===== src/rtl/sound_mixer_pkg.sv =====
// Shared sound-subsystem definitions: mixer state encoding, mix width helpers
// and the NR50/NR51 field positions also used by the register block.
package sound_mixer_pkg;

    typedef enum logic [1:0] {
        IDLE,
        ACCUM,
        SCALE,
        OUT
    } mix_state_t;

    localparam int VOL_W = 3;

    localparam int NR50_VOL_R_LSB = 0;
    localparam int NR50_VIN_R_BIT = 3;
    localparam int NR50_VOL_L_LSB = 4;
    localparam int NR50_VIN_L_BIT = 7;
    localparam int NR51_PAN_R_LSB = 0;
    localparam int NR51_PAN_L_LSB = 4;

    // Signed mode needs one extra bit because each term is re-centred around zero.
    function automatic int sum_w(input int num_ch, input int lvl_w, input int signed_mode);
        return lvl_w + $clog2(num_ch) + ((signed_mode != 0) ? 1 : 0);
    endfunction

    function automatic int scaled_w(input int num_ch, input int lvl_w, input int signed_mode);
        return sum_w(num_ch, lvl_w, signed_mode) + VOL_W;
    endfunction

endpackage


===== src/rtl/sound_mixer_if.sv =====
// Request/level/result bundle between the channel generators and the mixer.
interface sound_mixer_if #(
    parameter int NUM_CH = 4,
    parameter int LVL_W  = 4,
    parameter int OUT_W  = 20
);
    import sound_mixer_pkg::*;

    logic                      sample_req;
    logic                      master_en;
    logic [NUM_CH*LVL_W-1:0]   ch_level;
    logic [NUM_CH-1:0]         pan_l;
    logic [NUM_CH-1:0]         pan_r;
    logic [VOL_W-1:0]          vol_l;
    logic [VOL_W-1:0]          vol_r;
    logic [OUT_W-1:0]          left;
    logic [OUT_W-1:0]          right;
    logic                      sample_valid;
    logic                      busy;
    logic                      overrun;

    modport master (
        output sample_req, master_en, ch_level, pan_l, pan_r, vol_l, vol_r,
        input  left, right, sample_valid, busy, overrun
    );

    modport slave (
        input  sample_req, master_en, ch_level, pan_l, pan_r, vol_l, vol_r,
        output left, right, sample_valid, busy, overrun
    );

endinterface


===== src/rtl/sound_mix_scale.sv =====
// Exact SUM_W x 3-bit volume multiply; gain is vol+1, so the result needs only 3 extra bits.
module sound_mix_scale
    import sound_mixer_pkg::*;
#(
    parameter int SUM_W       = 6,
    parameter int SIGNED_MODE = 0
) (
    input  logic [SUM_W-1:0]       acc,
    input  logic [VOL_W-1:0]       vol,
    output logic [SUM_W+VOL_W-1:0] scaled
);
    localparam int SCALED_W = SUM_W + VOL_W;

    logic [SCALED_W-1:0] acc_ext;
    logic [SCALED_W-1:0] gain;

    // Truncated products are sign-agnostic, so only the operand extension differs by mode.
    assign acc_ext = (SIGNED_MODE != 0) ? {{VOL_W{acc[SUM_W-1]}}, acc}
                                        : {{VOL_W{1'b0}}, acc};
    assign gain    = SCALED_W'(vol) + SCALED_W'(1);
    assign scaled  = acc_ext * gain;

endmodule


===== src/rtl/sound_mixer.sv =====
// Time-multiplexed NUM_CH-channel mixer: one channel accumulated per clock,
// then per-side volume scaling and a registered, left-justified sample.
module sound_mixer
    import sound_mixer_pkg::*;
#(
    parameter int NUM_CH      = 4,
    parameter int LVL_W       = 4,
    parameter int OUT_W       = 20,
    parameter int SIGNED_MODE = 0
) (
    input logic         clk,
    input logic         rst,
    sound_mixer_if.slave bus
);
    localparam int SUM_W    = sum_w(NUM_CH, LVL_W, SIGNED_MODE);
    localparam int SCALED_W = scaled_w(NUM_CH, LVL_W, SIGNED_MODE);
    localparam int PAD      = (SIGNED_MODE != 0) ? OUT_W - SCALED_W : OUT_W - 1 - SCALED_W;
    localparam int IDX_W    = (NUM_CH > 1) ? $clog2(NUM_CH) : 1;
    localparam logic [SUM_W-1:0]  BIAS = (SIGNED_MODE != 0) ? SUM_W'(1 << (LVL_W - 1)) : '0;
    localparam logic [IDX_W-1:0]  LAST = IDX_W'(NUM_CH - 1);

    mix_state_t              state;
    logic [IDX_W-1:0]        idx;
    logic [NUM_CH*LVL_W-1:0] snap_level;
    logic [NUM_CH-1:0]       snap_pan_l;
    logic [NUM_CH-1:0]       snap_pan_r;
    logic [VOL_W-1:0]        snap_vol_l;
    logic [VOL_W-1:0]        snap_vol_r;
    logic                    snap_en;
    logic [SUM_W-1:0]        acc_l;
    logic [SUM_W-1:0]        acc_r;
    logic [SCALED_W-1:0]     scaled_l;
    logic [SCALED_W-1:0]     scaled_r;
    logic [SCALED_W-1:0]     mul_l;
    logic [SCALED_W-1:0]     mul_r;
    logic [SUM_W-1:0]        term;
    logic [OUT_W-1:0]        left_q;
    logic [OUT_W-1:0]        right_q;
    logic                    valid_q;
    logic                    busy_q;
    logic                    overrun_q;

    // Signed mode re-centres each level; modulo-2^SUM_W subtraction gives the two's-complement term.
    always_comb begin
        term = SUM_W'(snap_level[idx*LVL_W +: LVL_W]) - BIAS;
    end

    sound_mix_scale #(.SUM_W(SUM_W), .SIGNED_MODE(SIGNED_MODE)) u_scale_l (
        .acc(acc_l), .vol(snap_vol_l), .scaled(mul_l)
    );

    sound_mix_scale #(.SUM_W(SUM_W), .SIGNED_MODE(SIGNED_MODE)) u_scale_r (
        .acc(acc_r), .vol(snap_vol_r), .scaled(mul_r)
    );

    always_ff @(posedge clk or posedge rst) begin
        if (rst) begin
            state      <= IDLE;
            idx        <= '0;
            snap_level <= '0;
            snap_pan_l <= '0;
            snap_pan_r <= '0;
            snap_vol_l <= '0;
            snap_vol_r <= '0;
            snap_en    <= 1'b0;
            acc_l      <= '0;
            acc_r      <= '0;
            scaled_l   <= '0;
            scaled_r   <= '0;
            left_q     <= '0;
            right_q    <= '0;
            valid_q    <= 1'b0;
            busy_q     <= 1'b0;
            overrun_q  <= 1'b0;
        end else begin
            valid_q   <= 1'b0;
            overrun_q <= bus.sample_req && (state != IDLE);
            case (state)
                IDLE: begin
                    if (bus.sample_req) begin
                        snap_level <= bus.ch_level;
                        snap_pan_l <= bus.pan_l;
                        snap_pan_r <= bus.pan_r;
                        snap_vol_l <= bus.vol_l;
                        snap_vol_r <= bus.vol_r;
                        snap_en    <= bus.master_en;
                        acc_l      <= '0;
                        acc_r      <= '0;
                        idx        <= '0;
                        busy_q     <= 1'b1;
                        state      <= ACCUM;
                    end else begin
                        busy_q <= 1'b0;
                    end
                end
                ACCUM: begin
                    if (snap_pan_l[idx]) acc_l <= acc_l + term;
                    if (snap_pan_r[idx]) acc_r <= acc_r + term;
                    idx <= idx + IDX_W'(1);
                    if (idx == LAST) state <= SCALE;
                end
                SCALE: begin
                    scaled_l <= mul_l;
                    scaled_r <= mul_r;
                    state    <= OUT;
                end
                OUT: begin
                    // Unsigned mode keeps a zero MSB so the sample never reads as negative downstream.
                    left_q  <= snap_en ? (OUT_W'(scaled_l) << PAD) : '0;
                    right_q <= snap_en ? (OUT_W'(scaled_r) << PAD) : '0;
                    valid_q <= 1'b1;
                    state   <= IDLE;
                end
                default: state <= IDLE;
            endcase
        end
    end

    assign bus.left         = left_q;
    assign bus.right        = right_q;
    assign bus.sample_valid = valid_q;
    assign bus.busy         = busy_q;
    assign bus.overrun      = overrun_q;

endmodule


===== src/flat_wrapper.sv =====
// flat-port wrapper written by rule: the top's interface ports become plain ports
module sound_mixer_flat import sound_mixer_pkg::*;
#(
    parameter int NUM_CH      = 4,
    parameter int LVL_W       = 4,
    parameter int OUT_W       = 20,
    parameter int SIGNED_MODE = 0
)
  (clk, rst, bus_sample_req, bus_master_en, bus_ch_level, bus_pan_l, bus_pan_r, bus_vol_l, bus_vol_r, bus_left, bus_right, bus_sample_valid, bus_busy, bus_overrun);
  sound_mixer_if #(.NUM_CH(NUM_CH), .LVL_W(LVL_W), .OUT_W(OUT_W)) bus_i ();
  input logic clk;
  input logic rst;
  input wire logic [$bits(bus_i.sample_req)-1:0] bus_sample_req;
  input wire logic [$bits(bus_i.master_en)-1:0] bus_master_en;
  input wire logic [$bits(bus_i.ch_level)-1:0] bus_ch_level;
  input wire logic [$bits(bus_i.pan_l)-1:0] bus_pan_l;
  input wire logic [$bits(bus_i.pan_r)-1:0] bus_pan_r;
  input wire logic [$bits(bus_i.vol_l)-1:0] bus_vol_l;
  input wire logic [$bits(bus_i.vol_r)-1:0] bus_vol_r;
  output wire logic [$bits(bus_i.left)-1:0] bus_left;
  output wire logic [$bits(bus_i.right)-1:0] bus_right;
  output wire logic [$bits(bus_i.sample_valid)-1:0] bus_sample_valid;
  output wire logic [$bits(bus_i.busy)-1:0] bus_busy;
  output wire logic [$bits(bus_i.overrun)-1:0] bus_overrun;
  assign bus_i.sample_req = bus_sample_req;
  assign bus_i.master_en = bus_master_en;
  assign bus_i.ch_level = bus_ch_level;
  assign bus_i.pan_l = bus_pan_l;
  assign bus_i.pan_r = bus_pan_r;
  assign bus_i.vol_l = bus_vol_l;
  assign bus_i.vol_r = bus_vol_r;
  assign bus_left = bus_i.left;
  assign bus_right = bus_i.right;
  assign bus_sample_valid = bus_i.sample_valid;
  assign bus_busy = bus_i.busy;
  assign bus_overrun = bus_i.overrun;
  sound_mixer #(.NUM_CH(NUM_CH), .LVL_W(LVL_W), .OUT_W(OUT_W), .SIGNED_MODE(SIGNED_MODE)) u_core (.clk(clk), .rst(rst), .bus(bus_i));
endmodule

===== config.mk =====
export PLATFORM = sky130hd
export DESIGN_NAME = sound_mixer_flat
export DESIGN_NICKNAME = d
export VERILOG_FILES = /design/src/rtl/sound_mixer_pkg.sv /design/src/rtl/sound_mixer_if.sv /design/src/rtl/sound_mix_scale.sv /design/src/rtl/sound_mixer.sv /design/src/flat_wrapper.sv
export SDC_FILE = /design/constraint.sdc
export NUM_CORES = 1
export LEC_CHECK = 0
export ABC_AREA = 1
export BUFFER_PORTS_ARGS = -buffer_cell sky130_fd_sc_hd__buf_2
export CAP_MARGIN = 25
export CELL_PAD_IN_SITES_DETAIL_PLACEMENT = 1
export CELL_PAD_IN_SITES_GLOBAL_PLACEMENT = 1
export CORE_ASPECT_RATIO = 1.1
export CORE_MARGIN = 1
export CORE_UTILIZATION = 42
export DETAILED_ROUTE_END_ITERATION = 10
export PLACE_DENSITY_LB_ADDON = 0.3
export SYNTH_ARGS = -nofsm -noshare
export SYNTH_HDL_FRONTEND = slang
export SYNTH_HIERARCHICAL = 1
export SYNTH_SLANG_ARGS = --single-unit

===== constraint.sdc =====
create_clock -name clk -period 5.2 [get_ports clk]
set_input_delay 0.52 -clock clk [delete_from_list [all_inputs] [get_ports clk]]
set_output_delay 0.52 -clock clk [all_outputs]
set_load 0.02 [all_outputs]

==> impl_metrics.json <==
{
  "outcome": "finished with violations",
  "failed_checks": "DRC",
  "cp.arrival_ps": 3680,
  "grt_antenna_before_repair": 0,
  "cts_root_buf": "clkbuf_16",
  "cts_made_buffers": 9,
  "vias": 4311,
  "tightestPinTransition_ps": 926,
  "yosysSeqAreaShare_pct": 38.7,
  "period_needed_ps": 3470,
  "cts_resized": 0,
  "crit_path_start_kind": "flip-flop",
  "hp-class": "input pin to asynchronous set/reset pin",
  "grt_start_max_net_pins": 74,
  "synth.avg_cell_area_um2": 8.52,
  "total_power_mw": 3.22,
  "p_per_area_nw_per_um2": 515,
  "numPortBuffers": 54,
  "vias_per_cell": 4.99,
  "postCtsSetupRepairBufs": 0,
  "gp_congestion": 0.901,
  "ctsLongestPathBuffers": 2,
  "n_fill_cell": 1521,
  "grtUsageTotal_pct": 20.3,
  "critPathMaxFanout": 11,
  "nNetsFinal": 793,
  "ys.flop_type": "dfrtp_1",
  "setup.worst_path.class": "flip-flop to flip-flop",
  "coreArea_um2": 12800,
  "leakagePower_nw": 3.29,
  "fp.dieH_um": 123,
  "synthCells": 653,
  "clkSinkCount": 86,
  "critPathLaunch": "u_core/snap_vol_r[0]$_DFFE_PP0P_",
  "async_reset_ff_share_pct": 100,
  "wl_per_cell_um": 14.5,
  "finalSetupTns_ps": 0,
  "first_iter_violations": 151,
  "grt_first_pass_wirelength_um": 21700,
  "die_w_um": 112,
  "critPathRequiredTime_ps": 5400,
  "cts.htree.levels": 3,
  "final-max-slew-violation-count": 0,
  "fmax_mhz": 288,
  "clk_pin_slew_ps": 60,
  "first_global_vias": 4642,
  "dr.pass1.iters": 7,
  "finalSetupViolCount": 0,
  "routed_wl_um": 12500,
  "relSlewSlack_pct": 38.0,
  "finalCritPeriodShare_pct": 66.8,
  "ys_warn_count": 6,
  "post-route-cell-area_um2": 6250,
  "overflow": 0,
  "rsz0062_at_grt": "no",
  "area_delta_synth_final_pct": 12.4,
  "dpl.hpwl_um": 9390,
  "end_kind": "flip-flop",
  "synth_cell_types": 33,
  "drtAntennaViolNets": 0,
  "rows": 43,
  "drc": 6,
  "drive_gt1_share_pct": 16.1,
  "ioPinCount": 77,
  "netlist_area_um2": 5560,
  "worstSkewPairLatency_ps": 350,
  "cts_tree": "built",
  "cts_hold_buf": 0,
  "clock_skew_ps": 5.47,
  "maxCapViolCount": 0,
  "hold_viol_final": 0,
  "r2r_start": "u_core/snap_vol_r[0]$_DFFE_PP0P_",
  "diodes": 0,
  "fin_util_pct": 49.0,
  "irDropWorstVdd_uv": 352,
  "initial_utilization_pct": 43.6,
  "ys_ff_latch": 86,
  "synth-edff-count": 0,
  "die_area_um2": 13700,
  "placed_cell_area_um2": 5850
}
sequential cells by signal, summed over array words and instances, names as in the netlist, 4 cells and up:
| register | flops |
|---|---|
| u_core/snap_pan_r | 4 |
| u_core/snap_pan_l | 4 |
| u_core/scaled_r | 9 |
| u_core/acc_l | 6 |
| u_core/bus.right | 9 |
| u_core/bus.left | 9 |
| u_core/acc_r | 6 |
| u_core/scaled_l | 9 |
| u_core/snap_level | 16 |
final cells by class:
type / count / area, um2 / share of cell area [%]
repair buffers: 57 / 320 / 5.12
flip-flops and latches: 86 / 2150 / 34.4
well taps: 157 / 196 / 3.14
clock buffers: 11 / 253 / 4.04
inverters: 114 / 429 / 6.86
clock inverters: 5 / 105 / 1.68
multi-input cells: 434 / 2800 / 44.7
cells in the final DEF, fill, tap and decap left out, types with 2 or more instances in the layout:
cell type	instances
a21oi_1	20
buf_2	54
bufinv_16	3
clkbuf_16	9
clkbuf_8	2
clkinvlp_4	2
conb_1	22
dfrtp_1	86
fa_1	18
ha_1	39
inv_1	110
inv_2	3
mux2_1	19
mux2_2	4
nand2_1	118
nand2_2	16
nand3_1	24
nand3_2	2
nand4_1	10
nor2_1	56
nor2_2	2
nor3_1	2
o21ai_0	31
o21ai_1	3
o21ai_2	11
o22ai_1	22
or2_1	3
xnor2_1	3
xor2_1	4
cell usage after synthesis (2+ instances only):
master    count  area [um2]
nand2_1     118         443
inv_1       111         417
dfrtp_1      86        2150
nor2_1       56         210
ha_1         39         488
o21ai_0      31         155
buf_4        24         180
nand3_1      24         120
o22ai_1      22         138
a21oi_1      20         100
mux2_1       19         214
fa_1         18         360
nand2_2      16         100
o21ai_2      11        96.3
nand4_1      10        62.6
buf_2         7        35.0
clkbuf_1      7        26.3
mux2_2        4        45.0
xor2_1        4        35.0
inv_2         3        11.3
o21ai_1       3        15.0
or2_1         3        18.8
xnor2_1       3        26.3
buf_6         2        22.5
nand3_2       2        20.0
nor2_2        2        12.5
nor3_1        2        10.0
path summary, 6_finish.rpt:
check / endpoint / slack (ps) / cells past startpoint
setup / recovery: u_core/scaled_r[7]$_DFFE_PP0P_ / 1730 / 16
hold / removal: u_core/bus.left[14]$_DFFE_PP0P_ / 80 / 2
setup reg to reg: u_core/scaled_r[7]$_DFFE_PP0P_ / 1730 / 16
hold reg to reg: u_core/bus.busy$_DFFE_PP0P_ / 480 / 1
max in group asynchronous: u_core/snap_level[2]$_DFFE_PP0P_ / 4380 / 4
min in group clk: u_core/snap_level[9]$_DFFE_PP0P_ / 380 / 2
through the flow:
step                hold slack (ps)  cells  setup slack (ps)
floorplan                       459    674              2110
global placement                444    846              1880
detailed placement              444    846              1670
CTS                            68.0    862              1660
global route                   83.1    864              1460
finish                         79.9    864              1730
power by group:
part / switching, mW / leakage [nW] / internal (mW)
Clock: 0.264 / 0.168 / 0.495
Combinational: 0.883 / 2.02 / 0.487
Sequential: 0.184 / 1.10 / 0.904
Total: 1.33 / 3.29 / 1.89
cell families after synthesis:
kind of cell,count (synthesis),synth area share [%]
adder cells (fa/ha/maj),57,15.2
flip-flops,86,38.7
AO/OA/AOI/OAI,89,9.33
other,1,0.0674
XOR/XNOR,8,1.39
multiplexers,23,4.66
AND/OR/NAND/NOR,235,18.2
buffers and inverters,154,12.4
routing by layer:
layer | vias to the layer above | track usage [%] | share of wire (%)
met5 | - | 0 | 0
met4 | 0 | 7.85 | 1.9
met3 | 15 | 4.15 | 3.1
met2 | 69 | 39.2 | 55
met1 | 2102 | 21.8 | 40
li1 | 2125 | - | -
critical path, stage by stage, from the launching register on:
cell	delay, ps
dfrtp_1	490
ha_1	260
xnor2_1	390
nor2_1	120
fa_1	520
inv_1	50
fa_1	520
inv_1	40
ha_1	350
nand2_1	90
nand2_1	80
nand2_1	80
nand3_1	80
nand2_1	60
nand2_1	50
nand2_1	60
o21ai_0	80
Note: power is estimated with default switching activity, not from simulation.
